`config.mk`:
```
export PLATFORM = sky130hd
export DESIGN_NAME = lsu_ctrl
export DESIGN_NICKNAME = d
export VERILOG_FILES = /design/src/rtl/lsu_ctrl.sv
export SDC_FILE = /design/constraint.sdc
export NUM_CORES = 1
export LEC_CHECK = 0
export ABC_CLOCK_PERIOD_IN_PS = 2150
export BUFFER_PORTS_ARGS = -buffer_cell sky130_fd_sc_hd__clkbuf_2
export CAP_MARGIN = 20
export CORE_MARGIN = 2
export CORE_UTILIZATION = 40
export DETAILED_ROUTE_END_ITERATION = 8
export PLACE_DENSITY = 0.79
export SLEW_MARGIN = 10
export SYNTH_ARGS = -nofsm -noshare
export SYNTH_HDL_FRONTEND = slang
export SYNTH_SLANG_ARGS = --single-unit
```
`constraint.sdc`:
```
create_clock -name clk -period 2.15 [get_ports clk]
set_input_delay 0.215 -clock clk [delete_from_list [all_inputs] [get_ports clk]]
set_output_delay 0.215 -clock clk [all_outputs]
set_load 0.02 [all_outputs]
```
`src/rtl/lsu_ctrl.sv`:
```
// Load/store control ahead of the byte-lane data memory: lane select, store strobe, load extension.
// Latency: response RD_LAT+1 cycles after accept (1 cycle for misaligned/illegal requests).
// Backpressure: req_ready is low from accept until the response pulse; one request per RD_LAT+2 cycles.
module lsu_ctrl #(
    parameter int ADDR_WIDTH = 10,
    parameter int DATA_WIDTH = 32,
    parameter int RD_LAT     = 1
) (
    input  logic                  clk,
    input  logic                  rst_n,
    input  logic                  req_valid,
    output logic                  req_ready,
    input  logic                  req_we,
    input  logic [1:0]            req_size,
    input  logic                  req_signed,
    input  logic [31:0]           req_addr,
    input  logic [DATA_WIDTH-1:0] req_wdata,
    output logic                  resp_valid,
    output logic [DATA_WIDTH-1:0] resp_rdata,
    output logic                  resp_err,
    output logic [ADDR_WIDTH-1:0] mem_A,
    output logic [3:0]            mem_sel,
    output logic                  mem_str,
    output logic [DATA_WIDTH-1:0] mem_wdata,
    input  logic [DATA_WIDTH-1:0] mem_rdata
);

    typedef enum logic [1:0] {IDLE, ACCESS, RESP} state_t;

    typedef struct packed {
        logic       we;
        logic [1:0] size;
        logic       sgn;
    } req_t;

    localparam logic [2:0] LAST_CNT = 3'(RD_LAT - 1);

    state_t state, state_n;
    req_t   req_q, req_n;
    logic [2:0] cnt, cnt_n;

    logic                  req_ready_n;
    logic                  resp_valid_n;
    logic                  resp_err_n;
    logic [DATA_WIDTH-1:0] resp_rdata_n;
    logic [ADDR_WIDTH-1:0] mem_a_n;
    logic [3:0]            mem_sel_n;
    logic                  mem_str_n;
    logic [DATA_WIDTH-1:0] mem_wdata_n;

    logic                  misaligned;
    logic [3:0]            lane_sel;
    logic [DATA_WIDTH-1:0] lane_wdata;
    logic                  unused_addr_hi;

    // Upper byte-address bits fall outside the memory and simply wrap.
    assign unused_addr_hi = ^req_addr[31:ADDR_WIDTH+2];

    function automatic logic [DATA_WIDTH-1:0] extend(input logic [1:0] size,
                                                     input logic sgn,
                                                     input logic [DATA_WIDTH-1:0] d);
        case (size)
            2'b00:   extend = {{24{sgn & d[7]}}, d[7:0]};
            2'b01:   extend = {{16{sgn & d[15]}}, d[15:0]};
            default: extend = d;
        endcase
    endfunction

    always_comb begin
        misaligned = 1'b0;
        lane_sel   = 4'b1111;
        lane_wdata = req_wdata;
        case (req_size)
            2'b00: begin
                lane_sel   = 4'b0001 << req_addr[1:0];
                lane_wdata = {4{req_wdata[7:0]}};
            end
            2'b01: begin
                misaligned = req_addr[0];
                lane_sel   = req_addr[1] ? 4'b1100 : 4'b0011;
                lane_wdata = {2{req_wdata[15:0]}};
            end
            2'b10:   misaligned = |req_addr[1:0];
            default: misaligned = 1'b1;
        endcase
    end

    always_comb begin
        state_n      = state;
        req_n        = req_q;
        cnt_n        = cnt;
        resp_valid_n = 1'b0;
        resp_err_n   = 1'b0;
        resp_rdata_n = '0;
        mem_a_n      = mem_A;
        mem_sel_n    = 4'b0000;
        mem_str_n    = 1'b0;
        mem_wdata_n  = mem_wdata;
        case (state)
            IDLE: begin
                if (req_valid) begin
                    req_n = '{we: req_we, size: req_size, sgn: req_signed};
                    if (misaligned) begin
                        // Rejected requests never touch the memory interface.
                        state_n      = RESP;
                        resp_valid_n = 1'b1;
                        resp_err_n   = 1'b1;
                    end else begin
                        state_n     = ACCESS;
                        cnt_n       = '0;
                        mem_a_n     = req_addr[ADDR_WIDTH+1:2];
                        mem_sel_n   = lane_sel;
                        mem_str_n   = req_we;
                        mem_wdata_n = lane_wdata;
                    end
                end
            end
            ACCESS: begin
                mem_sel_n = mem_sel;
                if (cnt == LAST_CNT) begin
                    state_n      = RESP;
                    mem_sel_n    = 4'b0000;
                    resp_valid_n = 1'b1;
                    resp_rdata_n = req_q.we ? '0 : extend(req_q.size, req_q.sgn, mem_rdata);
                end else begin
                    cnt_n = cnt + 3'd1;
                end
            end
            RESP:    state_n = IDLE;
            default: state_n = IDLE;
        endcase
        req_ready_n = (state_n == IDLE);
    end

    always_ff @(posedge clk) begin
        if (!rst_n) begin
            state <= IDLE;
        end else begin
            state <= state_n;
        end
    end

    always_ff @(posedge clk) begin
        if (!rst_n) begin
            req_q      <= '0;
            cnt        <= '0;
            req_ready  <= 1'b1;
            resp_valid <= 1'b0;
            resp_err   <= 1'b0;
            resp_rdata <= '0;
            mem_A      <= '0;
            mem_sel    <= 4'b0000;
            mem_str    <= 1'b0;
            mem_wdata  <= '0;
        end else begin
            req_q      <= req_n;
            cnt        <= cnt_n;
            req_ready  <= req_ready_n;
            resp_valid <= resp_valid_n;
            resp_err   <= resp_err_n;
            resp_rdata <= resp_rdata_n;
            mem_A      <= mem_a_n;
            mem_sel    <= mem_sel_n;
            mem_str    <= mem_str_n;
            mem_wdata  <= mem_wdata_n;
        end
    end

endmodule

```
## Word-level counts from Yosys, hierarchy flattened

Cells that the tools add are included.

| storage, ports and cells | value |
|---|---|
| register bits after elaboration | 91 |
| bits of input ports | 103 |
| output and inout bits | 82 |
| logic and storage cells | 65 |

| operators by class | value |
|---|---|
| add/sub/neg operators | 1 |
| eq/ne operators | 8 |
| shift-type cells | 1 |
| multiplexer cells | 21 |
| bitwise gates (word level) | 8 |
| reductions and logical operators | 13 |

Operator list:

| kind | number |
|---|---|
| 32-bit case mux with 2 select lines | 2 |
| 4-bit two-way mux | 4 |
| 4-bit case mux with 2 select lines | 2 |
| 3-bit two-way mux | 3 |
| 2-bit zero test | 4 |
| 2-bit inequality test (second input constant) | 4 |
| 4-bit OR reduction | 2 |
| 2-bit by 1-bit equality test with 1-bit output (second input constant) | 3 |
| 2-bit two-way mux | 3 |
| 1-bit inverter | 6 |
| 3-bit case mux with 2 select lines | 1 |
| 2-bit case mux with 2 select lines | 1 |
| 2-bit AND reduction | 2 |
| 4-bit AND reduction | 1 |
| 1-bit by 2-bit left shift with 4-bit output (first input constant) | 1 |
| 3-bit by 1-bit adder with 3-bit output (second input constant) | 1 |
| 3-bit zero test | 1 |
| 1-bit two-way mux | 3 |
| 1-bit case mux with 3 select lines | 1 |
| 3-bit AND reduction | 1 |
| 1-bit AND | 2 |
| 2-bit equality test (second input constant) | 1 |
| 1-bit case mux with 2 select lines | 1 |
| 2-bit nonzero test | 1 |
| 2-bit OR reduction | 1 |

## Logic depth before layout (Yosys ltp)

Gate-level depths: netlist (run 1).

| logic depth | value |
|---|---|
| word-level depth | 6 |
| gate-level depth with buffers | 6 |

## Least setup slack after synthesis (run 1)

OpenSTA, ideal clock, no wires.

| path | value |
|---|---|
| path type | reg2reg |
| start | register cnt[0] |
| end | register resp_rdata[30] |
| setup time | 0.135 ns |
| data arrival time | 1.332 ns |
| data required time | 2.015 ns |
| setup slack | 0.683 ns |
| stages on the path, launching flop included | 7 |
| buffers on the path | 1 |
| clock period less this slack | 1.467 ns |
| path through | dfxtp_1 -> inv_1 -> ha_1 -> and4bb_2 -> nand3b_1 -> clkbuf_1 -> a21oi_1 |

| between the ends | value |
|---|---|
| longest elaborated chain between the ends | 3 |

RTL lines:

| element | line | text |
|---|---|---|
| start: declaration | 40 | `logic [2:0] cnt, cnt_n;` |
| start signal: assignment | 157 | `cnt <= cnt_n;` |
| 3-bit zero test | 120 | `if (cnt == LAST_CNT) begin` |
| 1-bit inverter (no line) | -- |  |
| 4-bit OR reduction (no line) | -- |  |
| end signal: assignment | 161 | `resp_rdata <= resp_rdata_n;` |
| end: declaration | 19 | `output logic [DATA_WIDTH-1:0] resp_rdata,` |

No other way between the ends.
A chain may end at the register's enable or synchronous reset.

## Worst setup path after layout (run 1)

| path | value |
|---|---|
| start | register state[0] |
| end | register mem_A[0] |

| between the ends | value |
|---|---|
| longest elaborated chain between the ends | 2 |

RTL lines:

| element | line | text |
|---|---|---|
| start: declaration | 38 | `state_t state, state_n;` |
| start signal: assignment | 139 | `state <= state_n;` |
| 2-bit zero test | 99 | `case (state)` |
| 3-bit AND reduction (no line) | -- |  |
| end signal: assignment | 162 | `mem_A <= mem_a_n;` |
| end: declaration | 21 | `output logic [ADDR_WIDTH-1:0] mem_A,` |

No other way between the ends.

==> metrics.yaml, run 1 <==
outcome:
  status: "finished, final reports clean"
global_route:
  grt_max_degree: 50
  grtUsageTotal_pct: 18.4
  antenna_found_initial: 0
  grt_pass1_vias: 3163
  grt_pass1_wl_microns: 15000
  gr-total-overflow: 0
setup_path:
  critPathKind: "reg -> reg"
  cp_num_buf_inv: 2
  crit_arrival_ns: 2.00
  worstSetupStartpointType: "flip-flop"
  worstPathMaxFanout: 30
  cpMaxStageDelayCell: "dfxtp_1"
  cpPeakStageDelay_ns: 0.36
  critPathTopFamily: "buffers and inverters"
  worstPathRequired_ns: 2.44
  end_kind: "flip-flop"
  crit_chain: "nor3b_2 > buf_4 > o21a_2 > buf_12 > mux2i_1"
synth:
  synthTopCellsByCount: "91 x dfxtp_1, 75 x nand2_1, 38 x mux2i_1"
  synthFlopType: "dfxtp_1"
  yosys.cell_count.top_type: "dfxtp_1"
  async_flop_share_pct: 0
  ys_seq_elements: 91
  synth_top_area_cell: "dfxtp_1"
  netlist_top_cells_area: "dfxtp_1 48%, mux2i_1 10%, nand2_1 7.4%, o211a_1 4.5%, o211ai_1 3.7%"
  synth_cell_types: 39
  synth-edff-count: 0
  ys_seq_area_share_pct: 47.7
  netlist_instances: 394
  netlist.area_leader.share_pct: 47.7
  syn-cell-area_sq_mm: 0.00382
  syn_area_per_cell_sq_um: 9.70
  yosysWarnings: 0
  syn_nets: 499
place:
  port_buffers: 164
  post-place-ws_ns: 0.456
  dp_hpwl_microns: 7270
  placed_cell_area_sq_mm: 0.00473
  dp.cells: 667
  gp_congestion: 0.759
cts:
  clock_path_buffers: 2
  clock_sinks: 91
  insertion_delay_ns: 0.35
  path_clk_slew_ns: 0.09
  root_buffer: "clkbuf_8"
  hold_buffers: 0
  htreeDepth: 3
  cts_setup_buffers: 0
  cts-resized-gates: 0
  cts_tree: "yes"
  cts_made_buffers: 9
cells_and_area:
  final_area_sq_mm: 0.00495
  antenna_cells: 0
  layout-drive-gt1-share_pct: 38.5
  final_nets: 654
  utilization_pct: 53.5
  nFillCells: 844
  seqCellArea_sq_mm: 0.00182
  multi_input_comb_area_sq_mm: 0.00180
  syn2layout_area_growth_pct: 29.5
  stdcell_count: 682
sta:
  tightest_slew_ns: 0.468
  layout_min_cycle_time_ns: 1.72
  max_slew_margin_pct: 68.8
  hold_ws_ns: 0.0587
  finClkSkew_ns: 0.00861
  fin_ws_ns: 0.433
  setup_viol: 0
  rsz0062_at_grt: "no"
  finalSetupTns_ns: 0
  max_freq_mhz: 582
  hold_viol: 0
  drv_slew: 0
  period_share_pct: 79.9
floorplanning:
  dieArea_sq_mm: 0.0103
  rows: 35
  dieHeight_microns: 102
  io_pins: 185
  core_area_sq_mm: 0.00924
  initial_core_util_pct: 41.3
  dieWidth_microns: 102
routing:
  wl_per_cell_microns: 14.2
  drc: 0
  viasPerCell: 5.00
  vias: 3413
  finalWirelength_microns: 9700
  drt_first_iter_violations: 104
  drt_pass1_iterations: 4
  antenna_left: 0
flow_run:
  maxCapViolCount: 0
pwr:
  p_leak_nw: 2.40
  fin_total_pwr_mw: 3.61
  power_density_mw_per_mm2: 730
  ir_drop_v: 0.000344
hold_path:
  hp-class: "in -> reg"
## final cells by class
cell class	count	area share (%)
sequential	91	36.8
multi-input combinational	266	36.5
timing repair buffer	177	18.8
tap	129	3.26
clock buffer	9	2.50
clock inverter	6	1.82
inverter	4	0.304
## report_power, final
| group | total (mW) | internal [mW] | switching, mW |
|---|---|---|---|
| sequential | 1.79 | 1.76 | 0.0374 |
| combinational | 0.557 | 0.234 | 0.323 |
| clock | 1.26 | 0.653 | 0.606 |
## cell families (layout without fill, tap and decap cells)
family                     after synthesis  count (layout)  synth area share (%)
AOI/OAI and AO/OA                       95              95                  17.7
adders and majority gates                2               2                 0.655
buffers and inverters                   37             196                  5.14
DFF                                     91              91                  47.7
muxes                                   46              46                  12.3
and+or+nand+nor                        123             123                  16.5
## worst reg2reg max path, stage by stage, from the launching register on
cell and delay [ns]:
dfxtp_1 0.36, nor3b_2 0.22, buf_4 0.28, o21a_2 0.31, buf_12 0.25, mux2i_1 0.22
## cell usage in the layout (no fill, tap or decap), types with 2 or more instances in the layout
cell type  count
buf_4         12
nand2b_1      11
o32ai_1        3
nor2b_1        9
a21oi_1       27
o211ai_1      19
o2111ai_1      8
nand2_1       75
dfxtp_1       91
bufinv_16      2
a21boi_0       2
clkbuf_8       9
mux2_2         8
inv_1          4
o22ai_1        2
or3b_1         2
or3b_2         6
or2_2          2
o21ai_0        9
ha_1           2
o21ai_1        2
o21a_1         2
clkbuf_2     164
mux2i_1       38
and2_1        10
o211a_1       17
## path summary, 6_finish.rpt
check / depth (start not counted) / slack (ns) / start / endpoint
max: 5 / 0.43 / state[0] / mem_A[0]
min: 2 / 0.06 / mem_rdata[2] / resp_rdata[2]
max reg2reg: 5 / 0.43 / state[0] / mem_A[0]
min reg2reg: 2 / 0.46 / mem_wdata[3] / mem_wdata[3]
## sequential cells by signal (all words and copies together) (netlist names)
| register | cells |
|---|---|
| mem_wdata | 32 |
| resp_rdata | 32 |
| mem_A | 10 |
| mem_sel | 4 |
| req_q | 4 |
| cnt | 3 |
| state | 2 |
| mem_str | 1 |
| req_ready | 1 |
| resp_err | 1 |
| resp_valid | 1 |
## routing by layer
metal / up-vias / share of wire [%] / global-route usage (%)
met1: 1597 / 40 / 20.8
li1: 1693 / - / -
met2: 116 / 51 / 33.3
met4: 0 / 0.85 / 4.57
met5: - / 0 / 0
met3: 7 / 7.9 / 5.94
Note: power is estimated with default switching activity, not from simulation.
==> run 2, diff against run 1 <==
Settings changed: ABC_CLOCK_PERIOD_IN_PS 2150 to 1440, PLACE_DENSITY 0.79 to 0.82.
Clock period 2.15 ns to 1.44 ns, I/O delays scaled along.
==> run 2 against run 1 <==
Net effect: clock skew barely moved; clock power rose by 67%; sequential share of layout area fell by 3.1 points; largest power group unchanged; wire length rose by 10%; die area did not move; largest cell class is now multi-input combinational cells; combinational power rose by 68%; core utilization rose by 5.0 points.
==> metrics.yaml, run 2 (synthesized netlist as in run 1, its figures left out) <==
outcome:
  status: "finished, final reports clean"
place:
  placed_cell_area_sq_mm: 0.00485  # +2.5%
  port_buffers: 164  # unchanged
  dp_hpwl_microns: 7670  # +5.6%
  dp.cells: 678  # +1.6%
  gp_congestion: 0.800  # +5.3%
cells_and_area:
  stdcell_count: 714  # +4.7%
  final_area_sq_mm: 0.00541  # +9.4%
  syn2layout_area_growth_pct: 41.7
  seqCellArea_sq_mm: 0.00183  # +0.27%
  final_nets: 685  # +4.7%
  nFillCells: 826  # -2.1%
  layout-drive-gt1-share_pct: 43.2  # +4.7 points
  antenna_cells: 0  # unchanged
  multi_input_comb_area_sq_mm: 0.00189  # +4.6%
  layout_commonest_cell: "clkbuf_2"
  layout_common_cells: "164 x clkbuf_2, 87 x dfxtp_1, 75 x nand2_1"
  reg.largest.list: "mem_wdata x32, resp_rdata x32, mem_A x10"
sta:
  hold_viol: 0  # unchanged
  setup_viol: 0  # unchanged
  tightest_slew_ns: 0.388  # -0.0804 ns
  finalSetupTns_ns: 0  # unchanged
  max_freq_mhz: 699  # +20%
  max_slew_margin_pct: 73.9  # +5.1 points
  layout_min_cycle_time_ns: 1.43  # -0.287 ns
  period_share_pct: 99.3  # +19 points
  finClkSkew_ns: 0.00869  # +0.0000824 ns
  rsz0062_at_grt: "yes"
  drv_slew: 0  # unchanged
  hold_ws_ns: 0.00849  # -0.0502 ns
cts:
  clock_sinks: 91  # unchanged
  cts_tree: "yes"
  path_clk_slew_ns: 0.09  # about the same
  cts_made_buffers: 9  # unchanged
  htreeDepth: 3  # unchanged
  insertion_delay_ns: 0.36  # about the same
  root_buffer: "clkbuf_8"
  clock_path_buffers: 2  # unchanged
floorplanning:
  initial_core_util_pct: 41.3  # unchanged
  core_area_sq_mm: 0.00924  # unchanged
  dieArea_sq_mm: 0.0103  # unchanged
  io_pins: 185  # unchanged
  rows: 35  # unchanged
  dieWidth_microns: 102  # unchanged
  dieHeight_microns: 102  # unchanged
global_route:
  grt_pass1_wl_microns: 15800  # +5.5%
  gr-total-overflow: 0  # unchanged
  grt_pass1_vias: 3373  # +6.6%
  antenna_found_initial: 0  # unchanged
  grt_max_degree: 66  # +32%
  grtUsageTotal_pct: 19.6  # +1.2 points
setup_path:
  r2r_cells: 6  # +1
  crit_arrival_ns: 1.72  # -0.28 ns
  crit_chain: "buf_4 > and4bb_2 > nand3b_1 > buf_6 > clkbuf_16 > a21oi_1"
  reg2reg_setup_slack_ns: 0.01  # -0.42 ns
  timing.rr.start: "state[1]"
  cpMaxStageDelayCell: "dfxtp_2"
  end_kind: "flip-flop"
  cpPeakStageDelay_ns: 0.35  # about the same
  worstPathRequired_ns: 1.73  # -0.71 ns
  worstSetupStartpointType: "flip-flop"
  r2r_end: "resp_rdata[28]"
  worstPathMaxFanout: 12  # -60%
  critPathKind: "reg -> reg"
hold_path:
  hp-start: "req_valid"
  hp-class: "in -> reg"
  hold_path_end: "req_ready"
  holdPathStages: 2  # unchanged
pwr:
  power_density_mw_per_mm2: 1060  # +45%
  p_leak_nw: 2.60  # +8.4%
  p_int_mw: 4.21  # +59%
  power.switching_mw: 1.52  # +57%
  swShare_pct: 26.5  # -0.29 points
  pwr-share-seq_pct: 46.8  # -2.9 points
  combPwrFrac_pct: 16.4  # +1.0 points
  ir_drop_v: 0.000544  # +58%
  p_clk_share_pct: 36.9  # +2.0 points
routing:
  viasPerCell: 5.01  # about the same
  antenna_left: 0  # unchanged
  vias: 3575  # +4.7%
  finalWirelength_microns: 10700  # +10%
  drt_first_iter_violations: 89  # -14%
  drc: 0  # unchanged
  drt_pass1_iterations: 4  # unchanged
  wl_per_cell_microns: 15.0  # +5.5%
flow_run:
  maxCapViolCount: 0  # unchanged
run 2: cell count changes in the layout (fill, tap and decap cells not counted), sizes merged:
cell / delta
clkinvlp: -1
inv: +2
dlygate4sd3: +15
bufinv: +1
clkbuf: +2
buf: +14
clkinv: -1
run 2: how the worst max path moves through the flow:
stage | start | end | slack [ns] | cells past startpoint
finish | state[1] | resp_rdata[28] | 0.01 | 6
global route | state[1] | mem_A[7] | -0.03 | 4
CTS | cnt[0] | mem_sel[2] | 0.02 | 5
detailed placement | cnt[0] | resp_rdata[6] | -0.01 | 5
global placement | cnt[0] | resp_rdata[7] | 0.05 | 5
floorplan | cnt[0] | resp_rdata[30] | 0.05 | 6
run 2: routing by layer:
layer  global-route usage, %  vias up  routed length [microns]
met3                    4.35       17                      634
met1                    21.4     1678                     4190
met2                    36.4      122                     5690
li1                        -     1758                        -
met5                       0        -                        0
met4                    7.48        0                      183
run 2: worst max-delay path: cells and delay by family (launching register included):
kind / cells / cell delay [ns]
AOI/OAI and AO/OA: 1 / 0.13
buffers and inverters: 3 / 0.45
DFF: 1 / 0.35
and+or+nand+nor: 2 / 0.42
run 2: repair_timing:
item,4_1_cts,5_1_grt
endpoints found under the setup margin,19,61
hold buffers,15,0
setup buffers,0,3
pin swaps,0,3
cloned,0,2
resized for setup,3,24
endpoints found under the hold margin,15,0
run 2: area by class of cell:
type                    count  area share (%)
clock inverters             7            2.24
well taps                 129            2.98
inverters                   4           0.277
flip-flops and latches     91            33.8
repair buffers            208            23.6
clock buffers               9            2.29
multi-input cells         266            34.8
run 2: metrics by stage:
| step | setup WS (ns) | util (%) | total power [mW] |
|---|---|---|---|
| after global routing | -0.0323 | 58.6 | 5.97 |
| after global placement | 0.0470 | 52.5 | 3.59 |
| final | 0.0104 | 58.6 | 5.73 |
| after floorplan | 0.0504 | - | 3.26 |
| after detailed placement | -0.0103 | 52.5 | 3.62 |
| after CTS | 0.0213 | 56.9 | 5.75 |
run 2: power groups by stage:
stage          logic [mW]  registers (mW)  clock network, mW
2_1_floorplan       0.413            2.85                  0
3_3_place_gp        0.854            2.73                  0
3_5_place_dp        0.879            2.74                  0
4_1_cts             0.917            2.68               2.15
5_1_grt              1.02            2.69               2.26
6_report            0.937            2.68               2.11
